$ cat src/rtl/gate_id_pkg.sv
// rtl/gate_id_pkg.sv - shared gate codes, truth-table constants and FSM states
//
// Purpose: common definitions for gate_identifier and gate_code_decoder.
// Truth-table bit index is {a,b}; the bit holds the gate output y.
package gate_id_pkg;

  localparam logic [3:0] CODE_AND     = 4'd0;
  localparam logic [3:0] CODE_OR      = 4'd1;
  localparam logic [3:0] CODE_NAND    = 4'd2;
  localparam logic [3:0] CODE_NOR     = 4'd3;
  localparam logic [3:0] CODE_XOR     = 4'd4;
  localparam logic [3:0] CODE_XNOR    = 4'd5;
  localparam logic [3:0] CODE_CONST0  = 4'd6;
  localparam logic [3:0] CODE_CONST1  = 4'd7;
  localparam logic [3:0] CODE_UNKNOWN = 4'd15;

  localparam logic [3:0] TT_AND    = 4'b1000;
  localparam logic [3:0] TT_OR     = 4'b1110;
  localparam logic [3:0] TT_NAND   = 4'b0111;
  localparam logic [3:0] TT_NOR    = 4'b0001;
  localparam logic [3:0] TT_XOR    = 4'b0110;
  localparam logic [3:0] TT_XNOR   = 4'b1001;
  localparam logic [3:0] TT_CONST0 = 4'b0000;
  localparam logic [3:0] TT_CONST1 = 4'b1111;

  typedef enum logic [1:0] {
    IDLE   = 2'd0,
    APPLY  = 2'd1,
    DECODE = 2'd2
  } state_t;

endpackage

$ cat src/rtl/gate_code_decoder.sv
// rtl/gate_code_decoder.sv - combinational truth-table to gate-code classifier
//
// Ports:
//   tt    in  4  captured truth table, bit index {a,b}
//   code  out 4  gate code (CODE_* from gate_id_pkg), CODE_UNKNOWN if unmatched
// Build option: GATE_ID_CONST_EN enables CONST0/CONST1 classification;
// without it the constant tables fall through to CODE_UNKNOWN.
module gate_code_decoder
  import gate_id_pkg::*;
(
  input  logic [3:0] tt,
  output logic [3:0] code
);

  always_comb begin
    code = CODE_UNKNOWN;
    case (tt)
      TT_AND:    code = CODE_AND;
      TT_OR:     code = CODE_OR;
      TT_NAND:   code = CODE_NAND;
      TT_NOR:    code = CODE_NOR;
      TT_XOR:    code = CODE_XOR;
      TT_XNOR:   code = CODE_XNOR;
`ifdef GATE_ID_CONST_EN
      TT_CONST0: code = CODE_CONST0;
      TT_CONST1: code = CODE_CONST1;
`else
      TT_CONST0: code = CODE_UNKNOWN;
      TT_CONST1: code = CODE_UNKNOWN;
`endif
      default:   code = CODE_UNKNOWN;
    endcase
  end

endmodule

$ cat src/rtl/gate_identifier.sv
// rtl/gate_identifier.sv - truth-table sweeper identifying a 2-input gate
//
// Parameters:
//   SETTLE_CYCLES  cycles each probe vector is held before dut_y is sampled (1..15)
// Ports:
//   clk          in   1  clock, rising edge
//   rst          in   1  synchronous active-high reset
//   start        in   1  sweep request, honoured only in IDLE
//   dut_y        in   1  output of the gate under test
//   probe_a      out  1  gate input a
//   probe_b      out  1  gate input b
//   busy         out  1  sweep in progress (APPLY/DECODE)
//   done         out  1  one-cycle pulse when truth_table/gate_code update
//   truth_table  out  4  captured table, bit index {a,b}
//   gate_code    out  4  classification of truth_table
// Build option: GATE_ID_CONST_EN (handled in gate_code_decoder).
module gate_identifier
  import gate_id_pkg::*;
#(
  parameter int SETTLE_CYCLES = 1
) (
  input  logic       clk,
  input  logic       rst,
  input  logic       start,
  input  logic       dut_y,
  output logic       probe_a,
  output logic       probe_b,
  output logic       busy,
  output logic       done,
  output logic [3:0] truth_table,
  output logic [3:0] gate_code
);

  localparam logic [3:0] CNT_LAST = 4'(SETTLE_CYCLES - 1);

  state_t     state;
  logic [1:0] idx;
  logic [3:0] cnt;
  logic [3:0] tt_cap;
  logic [3:0] decoded;

  gate_code_decoder u_decoder (
    .tt   (tt_cap),
    .code (decoded)
  );

  always_ff @(posedge clk) begin
    if (rst) begin
      state       <= IDLE;
      idx         <= 2'd0;
      cnt         <= 4'd0;
      tt_cap      <= 4'd0;
      probe_a     <= 1'b0;
      probe_b     <= 1'b0;
      busy        <= 1'b0;
      done        <= 1'b0;
      truth_table <= 4'd0;
      gate_code   <= CODE_UNKNOWN;
    end else begin
      done <= 1'b0;
      case (state)
        IDLE: begin
          if (start) begin
            state   <= APPLY;
            idx     <= 2'd0;
            cnt     <= 4'd0;
            tt_cap  <= 4'd0;  // no bits from a previous sweep survive
            probe_a <= 1'b0;
            probe_b <= 1'b0;
            busy    <= 1'b1;
          end
        end

        APPLY: begin
          // Probes are registered, so dut_y already reflects vector idx here.
          if (cnt == CNT_LAST) begin
            tt_cap[idx] <= dut_y;
            cnt         <= 4'd0;
            if (idx == 2'd3) begin
              state   <= DECODE;
              idx     <= 2'd0;
              probe_a <= 1'b0;
              probe_b <= 1'b0;
            end else begin
              idx                <= idx + 2'd1;
              {probe_a, probe_b} <= idx + 2'd1;
            end
          end else begin
            cnt <= cnt + 4'd1;
          end
        end

        DECODE: begin
          // Results and done land on the same edge so they appear together.
          truth_table <= tt_cap;
          gate_code   <= decoded;
          done        <= 1'b1;
          busy        <= 1'b0;
          state       <= IDLE;
        end

        default: begin
          state <= IDLE;
          busy  <= 1'b0;
        end
      endcase
    end
  end

endmodule
$ cat config.mk
export PLATFORM = sky130hd
export DESIGN_NAME = gate_identifier
export DESIGN_NICKNAME = d
export VERILOG_FILES = /design/src/rtl/gate_id_pkg.sv /design/src/rtl/gate_code_decoder.sv /design/src/rtl/gate_identifier.sv
export SDC_FILE = /design/constraint.sdc
export NUM_CORES = 1
export LEC_CHECK = 0
export CAP_MARGIN = 10
export CELL_PAD_IN_SITES_DETAIL_PLACEMENT = 1
export CELL_PAD_IN_SITES_GLOBAL_PLACEMENT = 1
export CORE_MARGIN = 2
export CORE_UTILIZATION = 39
export DETAILED_ROUTE_END_ITERATION = 8
export PLACE_DENSITY = 0.79
export SLEW_MARGIN = 40
export SYNTH_ARGS = -nofsm -noshare
export SYNTH_HDL_FRONTEND = slang
export SYNTH_SLANG_ARGS = --single-unit
$ cat constraint.sdc
create_clock -name clk -period 1.7 [get_ports clk]
set_input_delay 0.425 -clock clk [delete_from_list [all_inputs] [get_ports clk]]
set_output_delay 0.425 -clock clk [all_outputs]
set_load 0.02 [all_outputs]
==> impl_results.md <==
- Status: complete, no violations
- DIE AREA: 3100 µm²
- GR Overflow Total: 0
- CP max stage delay: 440 ps
- Iter 0 DRT Violations: 12
- Fraction of registers with async set/reset: 0
- Post-synth net total: 130
- Final setup viols: 0
- First-pass GRT wire length: 4200 µm
- Family with the most delay on the worst path: flip-flops
- Critical path depth: 1
- Cell area power density: 746 nW/µm²
- Startpoint Class: flip-flop
- Final nets: 146
- Max VDD drop: 418 µV
- Initial Util: 0.417
- Initial antenna violation count: 0
- Slowest CP cell: dfxtp_1
- Vias: approximately 900
- Rows: 18
- Worst path cell trace: dlygate4sd2_1
- Relative slew slack: 0.668
- CTS tree: built
- FMAX: 642 MHz
- Die X: roughly 56 µm
- Yosys warnings: 0
- CP endpoint kind: output pin
- TritonCTS buffer count: 3
- HP Class: reg -> reg
- Area grow syn2layout: 19.0%
- Root Buffer: clkbuf_4
- Final period util: 0.916
- Crit path time final: 1560 ps
- Lkg Pwr: about 0.5 nW
- Worst Setup Path Type: reg -> out
- I/O Pins: 16
- Synthesized flop and latch total: 22
- RePlAce Congestion: 0.729
- Clock skew: 4.19 ps
- Filler Cell Count: roughly 300
- Largest net degree at the start of global routing: 16
- Non-Filler Cell Area, Final: ~1200 µm²
- TritonRoute pass-1 iters: 4
- CTS sink count: 22
- Synth Flop Type: dfxtp_1
- Cells on worst reg2reg path: 5
- Worst setup margin: 142 ps
- # Post-CTS Setup Buffers: 0
- Total of max-cap violations: 0
- Via-to-Cell Ratio: 5.46
- Chip height: 55.7 µm
- Hold path cells: 2
- Skew-Pair Late Insertion Delay: 330 ps
- Measured slew at the worst slew-check pin: 497 ps
- Vias in the first global route: between 800 and 900
- DP Cell Count: 161
- Multi-input gate area: about 560 µm²
- Antenna Nets Post-Route: 0
- WL per Instance: 15.1 µm
- Synth Cell Area: 1040 µm²
- Clock transition at path regs: between 100 and 150 ps
- Max Transition Viols Final: 0
- DP HPWL: roughly 1800 µm
- Cell Count, Final, Fillers Out: 165
- Worst Path Arrival: between 1000 and 1500 ps
- CP required: roughly 1300 ps
- CTS H-tree lvls: 1
- Seq. cell area: around 440 µm²
- Final WL: 2500 µm
- EDFF count, synth: 0
- Antenna diodes: 0
- DP Area: ~1200 µm²
- Synth Area per Inst: roughly 8.7 µm²
- Total Neg Setup Slack: 0 ps
- Count of unique library cells instantiated by Yosys: 31
- Critical Path Fanout Max: 6
- RSZ-0062 raised after global routing: no
- Fin. Hold Viols: 0
- WP buf/inv: 1
- Post-synthesis sequential area ratio: 0.423
- Worst hold slack: 466 ps
- Total GRT Usage: 0.175
- Mapped Cells: 120
- Share of cells above drive strength 1: 0.0741
- PortBufs: 15
- # DRC: 0
- Longest Clk Path Bufs: 2
- Placement Setup Slack: between 15 and 20 ps
- Core area: roughly 2500 µm²
-- path summary, 6_finish.rpt --
| path | from | endpoint | slack (ps) |
|---|---|---|---|
| setup / recovery | idx[0] | probe_b | 140 |
| hold / removal | truth_table[0] | truth_table[0] | 470 |
| setup reg to reg | cnt[0] | tt_cap[3] | 220 |
| hold reg to reg | truth_table[0] | truth_table[0] | 470 |
-- layout by cell type, fill, tap and decap left out, drive strengths merged --
master and instances:
a311oi 1, o21bai 1, a22oi 1, dfxtp 22, o21ai 6, or3 2
a211o 1, dlymetal6s2s 1, clkdlybuf4s50 3, a31oi 4, and2 1, nor3 4
or3b 1, o22ai 2, nor2b 4, nand2 13, or2 1, nand3b 5
nor2 7, clkbuf 4, a21oi 9, inv 4, nand4b 1, buf 2
mux2i 4, nand2b 4, ha 6, nand3 8, dlygate4sd2 11, a211oi 1
nor3b 1
-- cell type report --
| cell class | count | share of cell area |
|---|---|---|
| Clock buffer | 4 | 0.0293 |
| Inverter | 4 | 0.0121 |
| Multi-Input combinational cell | 88 | 0.449 |
| Sequential cell | 22 | 0.355 |
| Tap cell | 30 | 0.0303 |
| Timing Repair Buffer | 17 | 0.124 |
-- cells in the mapped netlist (2+ instances only) --
| master | number | area [µm²] |
|---|---|---|
| dfxtp_1 | 22 | 440 |
| nand2_1 | 13 | 48.8 |
| a21oi_1 | 9 | 45.0 |
| nand3_1 | 8 | 40.0 |
| nor2_1 | 7 | 26.3 |
| ha_1 | 6 | 75.1 |
| o21ai_0 | 6 | 30.0 |
| nand3b_1 | 5 | 37.5 |
| a31oi_1 | 4 | 25.0 |
| inv_1 | 4 | 15.0 |
| mux2i_1 | 4 | 40.0 |
| nand2b_1 | 4 | 25.0 |
| nor3_1 | 4 | 20.0 |
| buf_2 | 2 | 10.0 |
| clkbuf_1 | 2 | 7.51 |
| nor2b_1 | 2 | 12.5 |
| nor2b_2 | 2 | 17.5 |
| o22ai_1 | 2 | 12.5 |
| or3_1 | 2 | 12.5 |
-- registers in the layout (all words and copies together) (netlist names) --
name	flops
busy	1
cnt	4
done	1
gate_code	4
idx	2
state	2
truth_table	4
tt_cap	4
-- cells by family after synthesis --
group                      share of synthesized area
AOI/OAI and AO/OA                              0.146
buffers and inverters                         0.0492
muxes                                         0.0384
adders and majority gates                     0.0720
DFF                                            0.423
and+or+nand+nor                                0.271
-- per-layer routing --
layer	vias up	global-route usage	part of all wire
met5	-	0	0
li1	453	-	-
met3	5	0.0512	0.036
met1	428	0.232	0.48
met4	0	0.0801	0.018
met2	15	0.260	0.47
-- where the power goes --
group / leakage, nW / internal (mW) / switching, mW
Combinational: 0.303 / 0.0344 / 0.0414
Sequential: 0.178 / 0.524 / 0.0152
Clock: 0.0210 / 0.131 / 0.178
Total: 0.502 / 0.690 / 0.235
-- stage by stage --
stage,power [mW],util
finish,0.925,0.496
CTS,0.931,0.492
floorplan,0.596,-
global route,0.962,0.496
detailed placement,0.630,0.483
global placement,0.626,0.483
-- what timing repair did --
action,in CTS,in global routing
hold buffers,0,0
resized for setup,11,2
setup endpoints to repair,11,2
(Power assumes the default switching activity.)
